### src/rtl/bsg_muxn_gatestack_buffered_pkg.sv
// Shared helpers for the buffered per-bit gatestack mux.
// Select field width is derived here so the top keeps it local.
package bsg_muxn_gatestack_buffered_pkg;

    // Clog2 that never returns 0, so a 1-element select still has a field.
    function automatic int safe_clog2(input int n);
        int r;
        r = 0;
        while ((1 << r) < n)
            r++;
        return (r == 0) ? 1 : r;
    endfunction

endpackage

### src/rtl/bsg_muxn_gatestack_buffered_two_fifo.sv
// Two-entry output buffer with valid/ready on input and valid/yumi on output.
// Head is forced to zero when empty so idle outputs stay clean.
module bsg_two_fifo #(
    parameter int width_p = 3
) (
    input  logic               clk_i,
    input  logic               reset_i,
    input  logic [width_p-1:0] data_i,
    input  logic               v_i,
    output logic               ready_o,
    output logic [width_p-1:0] data_o,
    output logic               v_o,
    input  logic               yumi_i
);

    logic [width_p-1:0] mem_r [2];
    logic               wr_ptr_r;
    logic               rd_ptr_r;
    logic [1:0]         cnt_r;
    logic               enq;
    logic               deq;

    assign ready_o = (cnt_r != 2'd2) & ~reset_i;
    assign v_o     = (cnt_r != 2'd0);
    assign data_o  = v_o ? mem_r[rd_ptr_r] : '0;
    assign enq     = v_i & ready_o;
    assign deq     = yumi_i & v_o;

    always_ff @(posedge clk_i) begin
        if (enq)
            mem_r[wr_ptr_r] <= data_i;
    end

    always_ff @(posedge clk_i) begin
        if (reset_i) begin
            wr_ptr_r <= 1'b0;
            rd_ptr_r <= 1'b0;
            cnt_r    <= 2'd0;
        end else begin
            if (enq)
                wr_ptr_r <= ~wr_ptr_r;
            if (deq)
                rd_ptr_r <= ~rd_ptr_r;
            unique case ({enq, deq})
                2'b10:   cnt_r <= cnt_r + 2'd1;
                2'b01:   cnt_r <= cnt_r - 2'd1;
                default: cnt_r <= cnt_r;
            endcase
        end
    end

    // Consumer may only take the head when there is one.
    assert property (@(posedge clk_i) disable iff (reset_i) yumi_i |-> v_o)
        else $error("yumi_i asserted while v_o is low");

endmodule

### src/rtl/bsg_muxn_gatestack_buffered.sv
// Per-bit N-way selector with sticky select register and buffered output.
// Each output bit b picks data_i word sel[b]; out-of-range selects yield 0.
module bsg_muxn_gatestack_buffered
    import bsg_muxn_gatestack_buffered_pkg::*;
#(
    parameter int width_p = 3,
    parameter int els_p   = 2
) (
    input  logic                                   clk_i,
    input  logic                                   reset_i,
    input  logic                                   sel_v_i,
    input  logic [width_p*safe_clog2(els_p)-1:0]   sel_i,
    input  logic [els_p*width_p-1:0]               data_i,
    input  logic                                   v_i,
    output logic                                   ready_o,
    output logic [width_p-1:0]                     data_o,
    output logic                                   v_o,
    input  logic                                   yumi_i
);

    localparam int lg_els_lp = safe_clog2(els_p);
    localparam int sel_w_lp  = width_p * lg_els_lp;

    logic [sel_w_lp-1:0] sel_r;
    logic [sel_w_lp-1:0] sel_eff;
    logic [width_p-1:0]  mux_data;

    always_ff @(posedge clk_i) begin
        if (reset_i)
            sel_r <= '0;
        else if (sel_v_i)
            sel_r <= sel_i;
    end

    // A write in the same cycle as a beat steers that beat.
    assign sel_eff = sel_v_i ? sel_i : sel_r;

    for (genvar b = 0; b < width_p; b++) begin : g_bit
        logic [lg_els_lp-1:0] field;
        logic                 bit_val;

        assign field = sel_eff[b*lg_els_lp +: lg_els_lp];

        always_comb begin
            bit_val = 1'b0;
            for (int e = 0; e < els_p; e++) begin
                if (field == lg_els_lp'(e))
                    bit_val = data_i[e*width_p + b];
            end
        end

        assign mux_data[b] = bit_val;
    end

    bsg_two_fifo #(
        .width_p(width_p)
    ) u_fifo (
        .clk_i  (clk_i),
        .reset_i(reset_i),
        .data_i (mux_data),
        .v_i    (v_i),
        .ready_o(ready_o),
        .data_o (data_o),
        .v_o    (v_o),
        .yumi_i (yumi_i)
    );

endmodule
### config.mk
export PLATFORM = sky130hd
export DESIGN_NAME = bsg_muxn_gatestack_buffered
export DESIGN_NICKNAME = d
export VERILOG_FILES = /design/src/rtl/bsg_muxn_gatestack_buffered_pkg.sv /design/src/rtl/bsg_muxn_gatestack_buffered_two_fifo.sv /design/src/rtl/bsg_muxn_gatestack_buffered.sv
export SDC_FILE = /design/constraint.sdc
export NUM_CORES = 1
export LEC_CHECK = 0
export ABC_AREA = 1
export BUFFER_PORTS_ARGS = -buffer_cell sky130_fd_sc_hd__buf_2
export CAP_MARGIN = 20
export CORE_AREA = 2 2 39 41
export DETAILED_ROUTE_END_ITERATION = 16
export DIE_AREA = 0 0 41 43
export PLACE_DENSITY = 0.84
export SKIP_LAST_GASP = 1
export SLEW_MARGIN = 15
export SYNTH_ARGS = -nofsm -noshare
export SYNTH_HDL_FRONTEND = slang
export SYNTH_SLANG_ARGS = --single-unit
### constraint.sdc
create_clock -name clk_i -period 2.1 [get_ports clk_i]
set_clock_uncertainty 0.1 [all_clocks]
set_input_delay 0.21 -clock clk_i [delete_from_list [all_inputs] [get_ports clk_i]]
set_output_delay 0.21 -clock clk_i [all_outputs]
set_load 0.1 [all_outputs]
==> flow_summary.ini, run 1 <==
[logic_synthesis]
yosys_warnings = 0
syn-num-nets = 96
synthCells = 81
synth_adder_area_share = 0.0198
synth.area.mux_share = 0
synth_xor_area_frac = 0
yosysUniqueCellTypes = 13
synth_top_family_by_area = simple AND/OR/NAND/NOR gates
syn_avg_cell_area_um2 = 7.80
netlist_area_um2 = 632
ys_ff_latch = 14
synthSimpleGateAreaFrac = 0.251
synth_compound_gate_area_share = 0.0950
ys_seq_area_frac = 0.539

[setup_path]
startpoint = u_fifo.cnt_r[0]
path_class = register to output port
critical_path_arrival_ns = 1.39
critPathRequiredTime_ns = 1.79
critPathLaunchType = register
worstRegToRegCells = 8
r2r-start = u_fifo.cnt_r[0]
end_kind = output port
r2r_end = u_fifo.cnt_r[1]
r2r_setup_slack_ns = 0.55
crit_path_max_fanout = 6

[power_and_ir_drop]
fin_total_pwr_uw = 762
p_per_area_nw_per_um2 = 987
vdd_ir_drop_max_uv = 411
static-leakage-power_nw = 0.396

[placed_design]
io_buffers = 18
place_congestion = 0.856
dp_cells = 115
place_ws_ns = 0.559
dp_hpwl_um = 836

[timing]
min_period_ns = 1.70
rsz0062_at_grt = false
setup_viol = 0
fmax_mhz = 587
final.setup.worst_slack_ns = 0.397
tns_ns = 0
max_slew_margin = 0.680
final_max_slew_viol_count = 0
hold_violations = 0
finalHoldWorstSlack_ns = 0.0688
worst_slew_pin_slew_ns = 0.483
min_period_over_period = 0.811

[global_routing]
grt_max_degree = 9
antenna_found_initial = 0
track_usage = 0.158
grt_pass1_vias = 490
grt_pass1_wl_um = 1820
grt_overflow = 0

[layout]
drive_gt1_frac = 0.262
num-fill-cells = 136
antennaDiodeCount = 0
nets = 119
syn_to_final_growth_pct = 22.2
fin_cells = 119

[clock_tree]
cts_buffers = 3
post_cts_resized = 0
tritoncts = built
cts.sinks = 14
clkTransAtPathRegs_ns = 0.08
cts_max_path_buffers = 2
insertion_delay_ns = 0.28
cts-root-buf = clkbuf_4
postCtsHoldBufs = 0
cts-htree-levels = 1
post-cts-setup-buffer-count = 0

[die]
core_area_um2 = 1380
dieHeight_um = 43
dieArea_um2 = 1760
dieWidth_um = 41
num_io_pins = 19
rows = 14
start_util = 0.457

[route]
vias_per_cell = 4.56
drtPass1Iterations = 5
wire_per_inst_um = 8.66
vias = 543
drt_iter0_markers = 14
drc = 0
drt_wl_total_um = 1030
ant_nets = 0

[hold_path]
min_path_cells = 2
holdPathEnd = sel_r[0]
hp-class = primary input to register
min_from = reset_i

[run]
maxCapViolCount = 0

[outcome]
run_status = complete, no violations
worst max path at each step:
stage / depth (start not counted) / end / slack, ns
6_report: 3 / data_o[1] / 0.40
5_1_grt: 3 / data_o[1] / 0.26
4_1_cts: 3 / data_o[1] / 0.40
3_5_place_dp: 8 / u_fifo.cnt_r[1] / 0.56
3_3_place_gp: 8 / u_fifo.cnt_r[1] / 0.64
2_1_floorplan: 2 / data_o[0] / -0.17
state kept, by name, summed over array words and instances (netlist names), named ones only:
signal and flops:
sel_r 3, u_fifo.cnt_r 2, u_fifo.mem_r 6, u_fifo.rd_ptr_r 1, u_fifo.wr_ptr_r 1
cells in the final DEF, fill, tap and decap left out, drive strengths merged:
cell and n:
dfxtp 8, nor2 14, nand3 1, a21oi 5, clkbuf 3, inv 16
clkinv 1, nand4 2, o21ai 7, buf 18, edfxtp 6, ha 1
nand2 21
power by group:
| part | switching, mW | total, mW | leakage (nW) | internal [mW] |
|---|---|---|---|---|
| Sequential | 0.0204 | 0.331 | 0.121 | 0.311 |
| Combinational | 0.219 | 0.277 | 0.259 | 0.0580 |
| Clock | 0.0848 | 0.154 | 0.0154 | 0.0688 |
Yosys cell counts:
cell type / count / area [µm²]
nand2_1: 21 / 78.8
inv_1: 14 / 52.6
nor2_1: 12 / 45.0
dfxtp_1: 8 / 160
edfxtp_1: 6 / 180
a21oi_1: 5 / 25.0
o21ai_0: 4 / 20.0
o21ai_1: 3 / 15.0
inv_2: 2 / 7.51
nand4_1: 2 / 12.5
nor2_2: 2 / 12.5
ha_1: 1 / 12.5
nand3_2: 1 / 10.0
area by class of cell:
type,instances,area (µm²),share of cell area
repair buffers,18,90.1,0.117
inverters,16,60.1,0.0778
clock inverters,1,3.75,0.00486
clock buffers,3,22.5,0.0292
multi-input cells,51,235,0.305
flip-flops and latches,14,340,0.441
well taps,16,20.0,0.0259
worst max-delay path, stage by stage, from the launching register on:
cell     delay, ns
dfxtp_1       0.45
nor2_2        0.11
a21oi_1       0.12
buf_2         0.43
per-layer routing:
metal	track usage	vias to the layer above	share of wire
li1	-	296	-
met1	0.164	228	0.45
met2	0.234	17	0.47
met3	0.0681	2	0.053
met4	0.120	0	0.024
met5	0	-	0
logic make-up after synthesis:
kind of cell,count (synthesis)
fa+ha+maj,1
buf+inv,16
compound gates,12
flops,14
simple gates,38
per-stage QoR:
step	util	cell area (µm²)
floorplan	-	636
global placement	0.539	746
detailed placement	0.539	746
CTS	0.558	772
global route	0.558	772
finish	0.558	772
(Power assumes the default switching activity.)
==> run 2: changes to the inputs <==
--- a/config.mk
+++ b/config.mk
@@ -8,10 +8,10 @@
 export ABC_AREA = 1
 export BUFFER_PORTS_ARGS = -buffer_cell sky130_fd_sc_hd__buf_2
 export CAP_MARGIN = 20
-export CORE_AREA = 2 2 39 41
+export CORE_MARGIN = 2
+export CORE_UTILIZATION = 43
 export DETAILED_ROUTE_END_ITERATION = 16
-export DIE_AREA = 0 0 41 43
-export PLACE_DENSITY = 0.84
+export PLACE_DENSITY = 0.81
 export SKIP_LAST_GASP = 1
 export SLEW_MARGIN = 15
 export SYNTH_ARGS = -nofsm -noshare
==> constraint.sdc (replaced) <==
create_clock -name clk_i -period 1.5 [get_ports clk_i]
set_clock_uncertainty 0.1 [all_clocks]
set_input_delay 0.15 -clock clk_i [delete_from_list [all_inputs] [get_ports clk_i]]
set_output_delay 0.15 -clock clk_i [all_outputs]
set_load 0.1 [all_outputs]
==> flow_summary.ini, run 2 (synthesis gave the netlist of run 1 again) <==
[placed_design]
dp_cells = 115
dp_hpwl_um = 918
place_congestion = 0.786
io_buffers = 18

[global_routing]
grt_max_degree = 9
track_usage = 0.145
grt_overflow = 0
grt_pass1_wl_um = 1900
grt_pass1_vias = 512
antenna_found_initial = 0

[clock_tree]
cts-htree-levels = 1
cts.sinks = 14
tritoncts = built
cts-root-buf = clkbuf_4
clkTransAtPathRegs_ns = 0.09
cts_max_path_buffers = 2
insertion_delay_ns = 0.28
cts_buffers = 3

[hold_path]
min_path_cells = 2
hp-class = primary input to register
min_from = reset_i
holdPathEnd = sel_r[1]

[route]
ant_nets = 0
drtPass1Iterations = 4
drt_iter0_markers = 12
drt_wl_total_um = 1250
wire_per_inst_um = 10.3
vias = 599
drc = 0
vias_per_cell = 4.91

[die]
dieHeight_um = 42.3
dieArea_um2 = 1790
rows = 13
num_io_pins = 19
start_util = 0.474
core_area_um2 = 1330
dieWidth_um = 42.3

[setup_path]
critPathRequiredTime_ns = 1.25
worstRegToRegCells = 9
end_kind = output port
crit_path_max_fanout = 6
critPathLaunchType = register
critical_path_arrival_ns = 1.20
r2r-start = u_fifo.cnt_r[0]
path_class = register to output port
r2r_setup_slack_ns = 0.08
r2r_end = u_fifo.cnt_r[1]

[power_and_ir_drop]
combPwrFrac = 0.454
seqPwrFrac = 0.371
switching_power_uw = 520
fin_total_pwr_mw = 1.26
p_per_area_nw_per_um2 = 1340
p_int_uw = 742
vdd_ir_drop_max_uv = 710
switching_share = 0.412
static-leakage-power_nw = 0.439
clkPwrFrac = 0.175

[timing]
setup_viol = 0
final_max_slew_viol_count = 0
hold_violations = 1
max_slew_margin = 0.834
min_period_ns = 1.45
fmax_mhz = 690
min_period_over_period = 0.965
worst_slew_pin_slew_ns = 0.246
rsz0062_at_grt = true
finalHoldWorstSlack_ns = -0.00298

[layout]
fin_cells = 122
largest_reg_flops = 6
largest_register = u_fifo.mem_r
final_common_cell = nand2_1
drive_gt1_frac = 0.355
final_cell_mix = nand2_1 (20), inv_1 (13), buf_2 (13)
nets = 123
syn_to_final_growth_pct = 49.5
finalCoreUtilization = 0.708
top_regs = u_fifo.mem_r (6), sel_r (3), u_fifo.cnt_r (2)
antennaDiodeCount = 0

[outcome]
violations = hold timing
run_status = finished with violations

[run]
maxCapViolCount = 0
[run 2: cell types whose count changed in the layout (fill, tap and decap cells not counted), moves of 2 or more]
cell and change:
buf_12 +5, dfxtp_4 +2, dfxtp_1 -2, a21oi_4 +3
dlygate4sd3_1 +2, buf_4 +2, buf_2 -5, a21oi_1 -3
[run 2: power groups by stage]
| stage | Sequential (mW) | Clock [mW] | Combinational [mW] |
|---|---|---|---|
| after global routing | 0.473 | 0.244 | 0.600 |
| after detailed placement | 0.471 | 0 | 0.531 |
| after CTS | 0.465 | 0.222 | 0.532 |
| after floorplan | 0.466 | 0 | 0.349 |
| after global placement | 0.469 | 0 | 0.520 |
| final | 0.469 | 0.221 | 0.573 |
[run 2: layout make-up]
type	count	area [µm²]
Clock buffer	3	22.5
Clock inverter	1	3.75
Fill cell	102	389
Inverter	16	60.1
Multi-Input combinational cell	51	292
Sequential cell	14	348
Tap cell	15	18.8
Timing Repair Buffer	22	200
[run 2: stage by stage]
step           area (µm²)  setup TNS, ns  setup slack (ns)
6_report              945              0            0.0518
3_5_place_dp          853        -0.0827           -0.0827
4_1_cts               882        -0.0293           -0.0293
3_3_place_gp          853              0            0.0846
5_1_grt               945              0           0.00958
2_1_floorplan         662         -0.228            -0.110
[run 2: critical path, cell delays in order (launching register included)]
cell     delay (ns)
dfxtp_4        0.39
nor2_4         0.05
buf_4          0.16
a21oi_4        0.13
buf_12         0.19
[run 2: worst max-delay path by stage]
stage | start | slack (ns) | end | cells after the start
3_5_place_dp | u_fifo.cnt_r[0] | -0.08 | u_fifo.cnt_r[1] | 9
2_1_floorplan | u_fifo.cnt_r[0] | -0.11 | ready_o | 2
5_1_grt | u_fifo.cnt_r[0] | 0.01 | u_fifo.cnt_r[1] | 9
6_report | u_fifo.cnt_r[0] | 0.05 | data_o[2] | 4
4_1_cts | u_fifo.cnt_r[0] | -0.03 | u_fifo.cnt_r[1] | 9
3_3_place_gp | u_fifo.cnt_r[0] | 0.08 | u_fifo.cnt_r[1] | 9
[run 2: per-layer routing]
| layer | global-route usage | share of wire |
|---|---|---|
| met5 | 0 | 0 |
| met4 | 0.0938 | 0.026 |
| met3 | 0.0259 | 0.027 |
| met2 | 0.268 | 0.55 |
| met1 | 0.144 | 0.39 |
[run 2: timing repair]
action                                  in CTS  in global routing
hold endpoints to repair                     0                  1
resized for setup                            2                  8
gates cloned                                 0                  0
pin swaps                                    0                  1
endpoints found under the setup margin       4                  5
hold buffers                                 0                  2
setup buffers                                0                  1
==> run 3: changes to the inputs <==
--- a/config.mk
+++ b/config.mk
@@ -9,9 +9,9 @@
 export BUFFER_PORTS_ARGS = -buffer_cell sky130_fd_sc_hd__buf_2
 export CAP_MARGIN = 20
 export CORE_MARGIN = 2
-export CORE_UTILIZATION = 43
+export CORE_UTILIZATION = 35
 export DETAILED_ROUTE_END_ITERATION = 16
-export PLACE_DENSITY = 0.81
+export PLACE_DENSITY = 0.7
 export SKIP_LAST_GASP = 1
 export SLEW_MARGIN = 15
 export SYNTH_ARGS = -nofsm -noshare
==> flow_summary.ini, run 3 (synthesis gave the netlist of run 1 again) <==
[outcome]
run_status = complete, no violations

[timing]
hold_violations = 0
worst_slew_pin_slew_ns = 0.266
max_slew_margin = 0.822
fmax_mhz = 698
tns_ns = 0
finalHoldWorstSlack_ns = 0.0136
setup_viol = 0
min_period_over_period = 0.955
min_period_ns = 1.43
final_max_slew_viol_count = 0

[placed_design]
place_congestion = 0.791
dp_cells = 126
dp_hpwl_um = 911
io_buffers = 18

[setup_path]
slowest_delay_ns = 0.40
worstPathCellList = nand2_1, a21oi_4, buf_12
worst-path-buf-inv = 1
end_kind = output port
r2r_end = u_fifo.cnt_r[1]
slowest_stage = dfxtp_1
path_class = register to output port
worstRegToRegCells = 8
critPathRequiredTime_ns = 1.25
r2r-start = u_fifo.cnt_r[1]
crit_path_max_fanout = 4
r2r_setup_slack_ns = 0.10
critPathLaunchType = register
crit_cells = 3
critical_path_arrival_ns = 1.18
crit_family = flip-flops

[die]
dieHeight_um = 46.5
dieWidth_um = 46.5
start_util = 0.370
rows = 15
dieArea_um2 = 2160
num_io_pins = 19
core_area_um2 = 1710

[clock_tree]
postCtsHoldBufs = 0
insertion_delay_ns = 0.29
cts-htree-levels = 1
cts-root-buf = clkbuf_4
tritoncts = built
cts_buffers = 3
cts.sinks = 14
cts_max_path_buffers = 2
clkTransAtPathRegs_ns = 0.08

[power_and_ir_drop]
switching_share = 0.409
p_per_area_nw_per_um2 = 1350
combPwrFrac = 0.447
switching_power_uw = 507
p_int_uw = 733
seqPwrFrac = 0.373
clkPwrFrac = 0.180
vdd_ir_drop_max_uv = 622
static-leakage-power_nw = 0.430

[route]
vias = 581
drt_iter0_markers = 15
drc = 0
drt_wl_total_um = 1180
ant_nets = 0
vias_per_cell = 4.47
wire_per_inst_um = 9.04
drtPass1Iterations = 4

[layout]
syn_to_final_growth_pct = 45.0
drive_gt1_frac = 0.333
largest_register = u_fifo.mem_r
final_cell_mix = nand2_1 (21), inv_1 (13), buf_2 (13)
antennaDiodeCount = 0
largest_reg_flops = 6
final_common_cell = nand2_1
top_regs = u_fifo.mem_r (6), sel_r (3), u_fifo.cnt_r (2)
fin_cells = 130
nets = 121

[hold_path]
hp-class = primary input to register
min_from = reset_i
min_path_cells = 2
holdPathEnd = sel_r[1]

[global_routing]
track_usage = 0.128
antenna_found_initial = 0
grt_pass1_wl_um = 1870
grt_max_degree = 9
grt_pass1_vias = 465
grt_overflow = 0

[run]
maxCapViolCount = 0
[run 3: timing repair]
item / CTS / global route
endpoints found under the setup margin: 3 / 5
buffers inserted: 0 / 0
resized for setup: 1 / 5
[run 3: worst register-to-register path, stage by stage (launching register included)]
cell and delay [ns]:
dfxtp_4 0.37, nor2_2 0.13, nor2_2 0.07, ha_1 0.28, inv_1 0.10, nand2_1 0.07
nor2_1 0.08, nor2_1 0.04, nor2_1 0.09
[run 3: worst max path at each step]
stage / end / slack (ns) / start
after floorplan: ready_o / -0.11 / u_fifo.cnt_r[0]
after CTS: data_o[0] / 0.007 / u_fifo.cnt_r[0]
after global placement: u_fifo.cnt_r[1] / 0.14 / u_fifo.cnt_r[1]
after global routing: u_fifo.cnt_r[1] / -0.0003 / u_fifo.cnt_r[1]
after detailed placement: u_fifo.cnt_r[1] / 0.08 / u_fifo.cnt_r[1]
final: data_o[0] / 0.07 / register
[run 3: per-stage QoR]
step	total power [mW]	util	worst slack (ns)	cell area (µm²)
after floorplan	0.815	-	-0.110	662
after global placement	0.998	0.511	0.138	873
after detailed placement	1.01	0.511	0.0767	873
after CTS	1.23	0.527	0.00676	901
after global routing	1.29	0.536	-0.000281	916
final	1.24	0.536	0.0677	916
[run 3: metal layers]
| metal | up-vias | wire length [µm] | global-route usage |
|---|---|---|---|
| met5 | - | 0 | 0 |
| met3 | 5 | 47 | 0.0118 |
| met4 | 0 | 54 | 0.137 |
| met2 | 21 | 593 | 0.194 |
| met1 | 253 | 481 | 0.148 |
| li1 | 302 | - | - |
[run 3: power groups by stage]
stage	sequential (mW)	combinational [mW]	clock (mW)
3_3_place_gp	0.466	0.532	0
2_1_floorplan	0.466	0.349	0
4_1_cts	0.460	0.542	0.226
3_5_place_dp	0.468	0.541	0
6_report	0.462	0.554	0.224
5_1_grt	0.468	0.589	0.237
[run 3: cell type report]
type / count / area (µm²)
multi-input combinational: 51 / 269
clock inverter: 1 / 3.75
sequential: 14 / 345
timing repair buffer: 20 / 184
fill: 146 / 792
tap: 25 / 31.3
clock buffer: 3 / 22.5
inverter: 16 / 60.1
